**src/rtl/i2c_edid_reader_ctrl.sv**
```systemverilog
// i2c_edid_reader_ctrl: initiator-side DDC/I2C sequencer that reads an EDID
// block from a sink and writes it into local RAM.
// A byte-level I2C engine is driven one command at a time: START, 0xA0, offset,
// repeated START, 0xA1, NUM_BYTES reads (NACK on the last), STOP.
// Optional feature macro: EDID_CHECKSUM_EN adds a modulo-256 checksum check of
// the received block, reported on checksum_ok.
`timescale 1ns/1ps

module i2c_edid_reader_ctrl #(
  parameter int unsigned NUM_BYTES = 128,
  parameter int unsigned MAX_RETRY = 3
) (
  input  logic       clk,
  input  logic       rst_n,
  input  logic       go,
  input  logic [7:0] base_offset,
  output logic       cmd_start,
  output logic       cmd_stop,
  output logic       cmd_write,
  output logic       cmd_read,
  output logic [7:0] tx_byte,
  output logic       ack_out,
  input  logic       cmd_done,
  input  logic [7:0] rx_byte,
  input  logic       line_ack,
  output logic       mem_we,
  output logic [7:0] mem_addr,
  output logic [7:0] mem_wdata,
  output logic       busy,
  output logic       done,
  output logic       error,
  output logic       checksum_ok
);

  localparam logic [8:0] LastCnt  = 9'(NUM_BYTES - 1);
  localparam logic [3:0] MaxRetry = 4'(MAX_RETRY);
  localparam logic [7:0] DevWrite = 8'hA0;
  localparam logic [7:0] DevRead  = 8'hA1;

  typedef enum logic [3:0] {
    StIdle, StStart, StDevW, StStopR, StOffs, StRStart, StDevR, StRead, StStop
  } state_e;

  state_e     state_q, state_d;
  // issued_q: command for the current state already pulsed, now waiting for cmd_done
  logic       issued_q, issued_d;
  logic [7:0] offset_q, offset_d;
  logic [8:0] cnt_q, cnt_d;
  logic [3:0] retry_q, retry_d;
  logic       err_q, err_d;
  logic       mem_we_q, mem_we_d;
  logic [7:0] mem_addr_q, mem_addr_d;
  logic [7:0] mem_wdata_q, mem_wdata_d;
  logic       done_q, done_d;
  logic       error_q, error_d;
  logic       issue;
  logic       wait_done;

  assign issue     = (state_q != StIdle) && !issued_q;
  assign wait_done = issued_q && cmd_done;

`ifdef EDID_CHECKSUM_EN
  logic [7:0] sum_q, sum_d;
  logic       ok_q, ok_d;
`endif

  // State register and datapath registers
  always_ff @(posedge clk or negedge rst_n) begin
    if (!rst_n) begin
      state_q     <= StIdle;
      issued_q    <= 1'b0;
      offset_q    <= 8'h00;
      cnt_q       <= 9'd0;
      retry_q     <= 4'd0;
      err_q       <= 1'b0;
      mem_we_q    <= 1'b0;
      mem_addr_q  <= 8'h00;
      mem_wdata_q <= 8'h00;
      done_q      <= 1'b0;
      error_q     <= 1'b0;
`ifdef EDID_CHECKSUM_EN
      sum_q       <= 8'h00;
      ok_q        <= 1'b0;
`endif
    end else begin
      state_q     <= state_d;
      issued_q    <= issued_d;
      offset_q    <= offset_d;
      cnt_q       <= cnt_d;
      retry_q     <= retry_d;
      err_q       <= err_d;
      mem_we_q    <= mem_we_d;
      mem_addr_q  <= mem_addr_d;
      mem_wdata_q <= mem_wdata_d;
      done_q      <= done_d;
      error_q     <= error_d;
`ifdef EDID_CHECKSUM_EN
      sum_q       <= sum_d;
      ok_q        <= ok_d;
`endif
    end
  end

  // Next-state and datapath update
  always_comb begin
    state_d     = state_q;
    issued_d    = issued_q;
    offset_d    = offset_q;
    cnt_d       = cnt_q;
    retry_d     = retry_q;
    err_d       = err_q;
    mem_we_d    = 1'b0;
    mem_addr_d  = mem_addr_q;
    mem_wdata_d = mem_wdata_q;
    done_d      = 1'b0;
    error_d     = 1'b0;
`ifdef EDID_CHECKSUM_EN
    sum_d       = sum_q;
    ok_d        = ok_q;
`endif

    if (issue) issued_d = 1'b1;

    unique case (state_q)
      StIdle: begin
        if (go) begin
          offset_d = base_offset;
          cnt_d    = 9'd0;
          retry_d  = 4'd0;
          err_d    = 1'b0;
          issued_d = 1'b0;
          state_d  = StStart;
`ifdef EDID_CHECKSUM_EN
          sum_d    = 8'h00;
          ok_d     = 1'b0;
`endif
        end
      end
      StStart: begin
        if (wait_done) begin
          issued_d = 1'b0;
          state_d  = StDevW;
        end
      end
      StDevW: begin
        if (wait_done) begin
          issued_d = 1'b0;
          if (!line_ack) begin
            state_d = StOffs;
          end else if (retry_q < MaxRetry) begin
            retry_d = retry_q + 4'd1;
            state_d = StStopR;
          end else begin
            err_d   = 1'b1;
            state_d = StStop;
          end
        end
      end
      StStopR: begin
        if (wait_done) begin
          issued_d = 1'b0;
          state_d  = StStart;
        end
      end
      StOffs: begin
        if (wait_done) begin
          issued_d = 1'b0;
          err_d    = line_ack;
          state_d  = line_ack ? StStop : StRStart;
        end
      end
      StRStart: begin
        if (wait_done) begin
          issued_d = 1'b0;
          state_d  = StDevR;
        end
      end
      StDevR: begin
        if (wait_done) begin
          issued_d = 1'b0;
          err_d    = line_ack;
          state_d  = line_ack ? StStop : StRead;
        end
      end
      StRead: begin
        if (wait_done) begin
          // Re-arm for the next read, or move on after the last byte
          issued_d    = 1'b0;
          mem_we_d    = 1'b1;
          mem_addr_d  = cnt_q[7:0];
          mem_wdata_d = rx_byte;
          cnt_d       = cnt_q + 9'd1;
`ifdef EDID_CHECKSUM_EN
          sum_d       = sum_q + rx_byte;
`endif
          if (cnt_q == LastCnt) state_d = StStop;
        end
      end
      StStop: begin
        if (wait_done) begin
          issued_d = 1'b0;
          done_d   = !err_q;
          error_d  = err_q;
          state_d  = StIdle;
`ifdef EDID_CHECKSUM_EN
          if (!err_q) ok_d = (sum_q == 8'h00);
`endif
        end
      end
      default: begin
        issued_d = 1'b0;
        state_d  = StIdle;
      end
    endcase
  end

  // Command outputs: one pulse in the first cycle of each command state
  always_comb begin
    cmd_start = 1'b0;
    cmd_stop  = 1'b0;
    cmd_write = 1'b0;
    cmd_read  = 1'b0;
    tx_byte   = 8'h00;
    ack_out   = 1'b0;
    unique case (state_q)
      StStart, StRStart: cmd_start = issue;
      StStopR, StStop:   cmd_stop  = issue;
      StDevW: begin
        cmd_write = issue;
        tx_byte   = issue ? DevWrite : 8'h00;
      end
      StOffs: begin
        cmd_write = issue;
        tx_byte   = issue ? offset_q : 8'h00;
      end
      StDevR: begin
        cmd_write = issue;
        tx_byte   = issue ? DevRead : 8'h00;
      end
      StRead: begin
        cmd_read = issue;
        ack_out  = issue && (cnt_q == LastCnt);
      end
      default: ;
    endcase
  end

  assign busy      = (state_q != StIdle);
  assign mem_we    = mem_we_q;
  assign mem_addr  = mem_addr_q;
  assign mem_wdata = mem_wdata_q;
  assign done      = done_q;
  assign error     = error_q;

`ifdef EDID_CHECKSUM_EN
  assign checksum_ok = ok_q;
`else
  assign checksum_ok = 1'b0;
`endif

endmodule

```
**config.mk**
```make
export PLATFORM = sky130hd
export DESIGN_NAME = i2c_edid_reader_ctrl
export DESIGN_NICKNAME = d
export VERILOG_FILES = /design/src/rtl/i2c_edid_reader_ctrl.sv
export SDC_FILE = /design/constraint.sdc
export NUM_CORES = 1
export LEC_CHECK = 0
export ABC_AREA = 1
export BUFFER_PORTS_ARGS = -buffer_cell sky130_fd_sc_hd__buf_2
export CELL_PAD_IN_SITES_DETAIL_PLACEMENT = 0
export CELL_PAD_IN_SITES_GLOBAL_PLACEMENT = 1
export CORE_UTILIZATION = 25
export DETAILED_ROUTE_END_ITERATION = 16
export PLACE_DENSITY_LB_ADDON = 0.1
export SYNTH_ARGS = -nofsm -noshare
export SYNTH_HDL_FRONTEND = slang
export SYNTH_SLANG_ARGS = --single-unit
```
**constraint.sdc**
```tcl
create_clock -name clk -period 1.4 [get_ports clk]
set_input_delay 0.21 -clock clk [delete_from_list [all_inputs] [get_ports clk]]
set_output_delay 0.21 -clock clk [all_outputs]
set_load 0.01 [all_outputs]
```
==> Word level (Yosys, flattened, before mapping) <==
Index checks and enable logic that the tools add are counted.
{ "classes": {"add_sub_neg": 2, "n_mux": 48, "order_cmp": 1, "n_reduce_logical": 21, "n_eq_ne": 23} }
{ "op_table": {"columns": ["operator", "n"], "rows": [
  ["two-way mux 4 bit", 18],
  ["case mux 4 bit (9 select lines)", 1],
  ["inequality test 2 bit, second input constant", 13],
  ["two-way mux 8 bit", 3],
  ["case mux 8 bit (3 select lines)", 1],
  ["two-way mux 1 bit", 19],
  ["two-way mux 9 bit", 2],
  ["case mux 9 bit (2 select lines)", 1],
  ["equality test 4 x 3 -> 1 bit, second input constant", 4],
  ["AND reduction 10 bit", 1],
  ["adder 9 x 1 -> 9 bit, second input constant", 1],
  ["equality test 9 x 7 -> 1 bit, second input constant", 1],
  ["equality test 4 x 2 -> 1 bit, second input constant", 2],
  ["case mux 4 bit (2 select lines)", 1],
  ["OR reduction 8 bit", 1],
  ["AND reduction 6 bit", 1],
  ["OR reduction 2 bit", 3],
  ["AND reduction 5 bit", 1],
  ["adder 4 x 1 -> 4 bit, second input constant", 1],
  ["equality test 4 x 1 -> 1 bit, second input constant", 1],
  ["equality test 4 bit, second input constant", 1],
  ["zero test 4 bit", 1],
  ["< comparator 4 x 2 -> 1 bit, second input constant", 1],
  ["AND reduction 2 bit", 2],
  ["other kinds (10)", 14]
]} }
{ "totals": {"register_bits": 46, "output_inout_bits": 34, "elab_cells": 106} }

==> Longest topological paths before layout <==
{ "depth": {"depth_word": 5, "mapped_depth": 9, "ltp_nobuf": 9} }

==> Worst setup path after synthesis <==
Ideal clock, no wire load.
{ "synth_timing": {"kind": "reg2out", "from": "reg state_q[0]", "to": "out ack_out", "t_arrival_ns": 1.321, "required_time_ns": 1.190, "path_slack_ns": -0.131, "path_stages_with_launch": 8, "path_buffers": 0, "cell_sequence": "dfrtp_1 nor2_4 nand2_4 inv_4 nor2_4 inv_2 nor2_2 and3_1"} }
{ "synth_between": {"elab_chain_len": 4, "elab_cells_between_ends": 5, "cone_classes": "eq/ne: 1; mux: 1; reduce/logical: 3"} }
{ "synth_lines": {"columns": ["item", "line_no", "text"], "rows": [
  ["from (decl)", "44", "state_e state_q, state_d;"],
  ["from (signal assigned)", "70", "state_q <= StIdle;"],
  ["from (signal assigned)", "86", "state_q <= state_d;"],
  ["nonzero test 4 bit", null, null],
  ["via busy", "29", "output logic busy,"],
  ["logical AND 1 bit", "59", "assign issue = (state_q != StIdle) && !issued_q;"],
  ["logical AND 1 bit", "242", "ack_out = issue && (cnt_q == LastCnt);"],
  ["two-way mux 1 bit", "225", "unique case (state_q)"],
  ["to (decl)", "22", "output logic ack_out,"]
]} }
The timed path passes the listed nets, and every way through them passes these cells.

==> Final worst setup path <==
{ "layout_timing": {"from": "reg state_q[2]", "to": "out cmd_stop"} }
{ "layout_between": {"elab_chain_len": 3, "elab_cells_between_ends": 6, "cone_classes": "eq/ne: 2; mux: 1; reduce/logical: 3"} }
{ "layout_lines": {"columns": ["item", "line_no", "text"], "rows": [
  ["equality test 4 bit (tied with other cells)", "225", null],
  ["OR reduction 2 bit / logical AND 1 bit (equally long branches)", "225, 59", null],
  ["two-way mux 1 bit *", "225", null],
  ["to (decl)", "18", "output logic cmd_stop,"]
]} }
Every way passes the cells marked *; elsewhere a longest branch is shown, timed or not.

==> results.json <==
{
  "hold_path.class": "in -> reg",
  "avgSynthCellArea_sq_um": 8.30,
  "power_frac_clock_pct": 15.4,
  "placed_cells": 512,
  "synthDistinctLibCells": 34,
  "grt_usage_pct": 15.0,
  "clk_pin_slew_ns": 0.10,
  "antenna_found_initial": 0,
  "final-hold-violation-count": 0,
  "place_congestion": 0.810,
  "drc_errors": 0,
  "placed_area_sq_mm": 0.00318,
  "rsz0062_at_grt": "true",
  "final_cells": 539,
  "synth_common_cells": "94 x nand2_1, 46 x dfrtp_1, 29 x inv_1, 23 x nand3_1, 23 x nor2_1",
  "wl_um": 6940,
  "grt_max_degree": 35,
  "path_class": "reg -> out",
  "reg2reg_from": "state_q[2]",
  "initialDrtViolationCount": 73,
  "max_freq_mhz": 555,
  "numCtsBuffers": 5,
  "synth_most_common_cell": "nand2_1",
  "drt_first_pass_iters": 4,
  "irDropWorstVdd_mv": 0.723,
  "ys_seq_area_share_pct": 47.3,
  "synthesis.area_sq_mm": 0.00243,
  "fp.dieH_um": 101,
  "skew_ns": 0.0106,
  "htree_levels": 2,
  "design_area_sq_mm": 0.00375,
  "cp-startpoint": "state_q[2]",
  "dp_slack_ns": -0.147,
  "grt_pass1_vias": 2303,
  "ys_warn_count": 0,
  "fillCellCount": 950,
  "swShare_pct": 40.2,
  "slew_viol_final": 0,
  "tritoncts": "built",
  "synth-edff-count": 0,
  "synth_top_area_share_pct": 47.3,
  "routedWlPerCell_um": 12.9,
  "yosys_register_bits": 46,
  "r2r_end": "cnt_q[5]",
  "netlist_instances": 293,
  "io_buffers": 53,
  "regToRegSetupSlack_ns": -0.16,
  "cp.arrival_ns": 1.59,
  "multi_input_area_sq_mm": 0.00140,
  "cp_max_fo": 4,
  "syn_nets": 316,
  "overflow": 0,
  "setup_viol": 55,
  "cts-root-buf": "clkbuf_8",
  "place_hpwl_um": 5090,
  "power_leakage_nw": 1.97,
  "register_area_sq_mm": 0.00116,
  "cts_buffer_depth": 2,
  "min_period_ns": 1.80,
  "fin_crit_sh_pct": 129,
  "synthTopCellsByArea": "dfrtp_1 47%, nand2_1 15%, nand3_1 4.7%, inv_1 4.5%, nor2_1 3.6%",
  "hold-worst-slack_ns": 0.0874,
  "viasPerCell": 4.29,
  "endpoint": "cmd_stop",
  "power.switching_mw": 2.65,
  "pin_count": 55,
  "row_count": 35,
  "pwr-share-seq_pct": 29.0,
  "antenna_cells": 0,
  "power_density_mw_per_mm2": 1760,
  "outcome": "complete, but fails checks",
  "cp-end-kind": "primary output",
  "internal_power_mw": 3.94,
  "vias": 2314,
  "required_ns": 1.19,
  "detail-route-antenna-nets": 0,
  "power_frac_comb_pct": 55.6,
  "cap_violations": 0,
  "drive_above_1_share_pct": 48.3,
  "violations": "setup timing",
  "die_x_um": 101,
  "fp.dieArea_sq_mm": 0.0101,
  "synth_flop_cell": "dfrtp_1",
  "area_growth_pct": 54.2,
  "reg2reg_depth": 10,
  "setup_slack_ns": -0.401,
  "grt_pass1_wl_um": 11600,
  "nNetsFinal": 432,
  "startpoint_type": "flop",
  "numClockSinks": 46,
  "async_reset_ff_share_pct": 100,
  "clk_latency_ns": 0.31,
  "synth_top_cell_by_area": "dfrtp_1",
  "core_sq_mm": 0.00933,
  "initial_utilization_pct": 26.1,
  "power_mw": 6.60
}
==> power by group through the flow <==
stage	clock network (mW)	logic (mW)	registers, mW
final	1.02	3.67	1.91
after global routing	1.11	4.02	1.95
after CTS	1.06	3.44	1.91
after detailed placement	0	2.64	1.94
after global placement	0	2.64	1.95
after floorplan	0	1.55	1.97
==> repair_timing <==
| item | CTS | global route |
|---|---|---|
| gates cloned | 2 | 0 |
| hold buffers | 1 | 0 |
| gates resized for setup | 53 | 28 |
| pin swaps | 17 | 10 |
| endpoints found under the hold margin | 12 | 0 |
| buffers inserted | 12 | 7 |
| setup endpoints to repair | 32 | 58 |
==> sequential cells by signal (all words and copies together) (netlist names) <==
register   cells
err_q          1
state_q        4
offset_q       8
mem_wdata      8
error          1
cnt_q          9
done           1
retry_q        4
issued_q       1
mem_addr       8
mem_we         1
==> cell type report <==
type                    instances  share of cell area (%)
clock buffers                   6                    1.94
flip-flops and latches         46                    30.8
inverters                      32                    3.54
multi-input cells             211                    37.2
clock inverters                 2                    1.00
well taps                     129                    4.30
repair buffers                113                    21.2
==> worst max-delay path: stages (launching register included) <==
cell	delay, ns
dfrtp_2	0.46
nor2_4	0.20
buf_4	0.14
buf_6	0.10
nand2_2	0.07
a21oi_2	0.17
buf_2	0.15
==> placed cells by master (no fill, tap or decap), drive strengths merged, types with 2 or more instances in the layout <==
cell    count
nor2       30
nor3        2
mux2        7
nand2     103
clkbuf      6
ha          2
nand3b      2
buf       112
nand4       9
nand3      25
inv        32
dfrtp      46
o21ai      15
a21oi       8
==> stage by stage <==
stage | TNS [ns] | utilization (%)
global placement | -1.56 | 34.1
finish | -7.83 | 40.2
detailed placement | -2.07 | 34.1
floorplan | -0.269 | -
global route | -12.48 | 40.2
CTS | -6.19 | 38.7
==> routing by layer <==
metal | global-route usage, % | share of wire, % | vias to the layer above
li1 | - | - | 1171
met5 | 0 | 0 | -
met1 | 20.9 | 49 | 1089
met4 | 4.12 | 1.3 | 0
met2 | 23.5 | 46 | 47
met3 | 3.12 | 3.5 | 7
==> worst min path at each step <==
| stage | from | to | slack, ns | cells after the start |
|---|---|---|---|---|
| final | rx_byte[2] | mem_wdata[2] | 0.09 | 3 |
| after global routing | rx_byte[0] | mem_wdata[0] | 0.08 | 3 |
| after CTS | rx_byte[0] | mem_wdata[0] | 0.08 | 3 |
| after detailed placement | rst_n | retry_q[3] | 0.16 | 1 |
| after global placement | rst_n | retry_q[3] | 0.16 | 1 |
| after floorplan | rst_n | cnt_q[0] | -0.09 | 0 |
==> kinds of logic (layout without fill, tap and decap cells) <==
kind of cell | count (synthesis) | count (layout) | synth area share [%]
compound gates | 28 | 28 | 6.59
fa+ha+maj | 2 | 2 | 1.03
buf+inv | 38 | 153 | 7.00
flops | 46 | 46 | 47.3
mux | 7 | 7 | 4.01
other cells | 1 | 1 | 0.154
simple gates | 171 | 173 | 33.9
(Power assumes the default switching activity.)
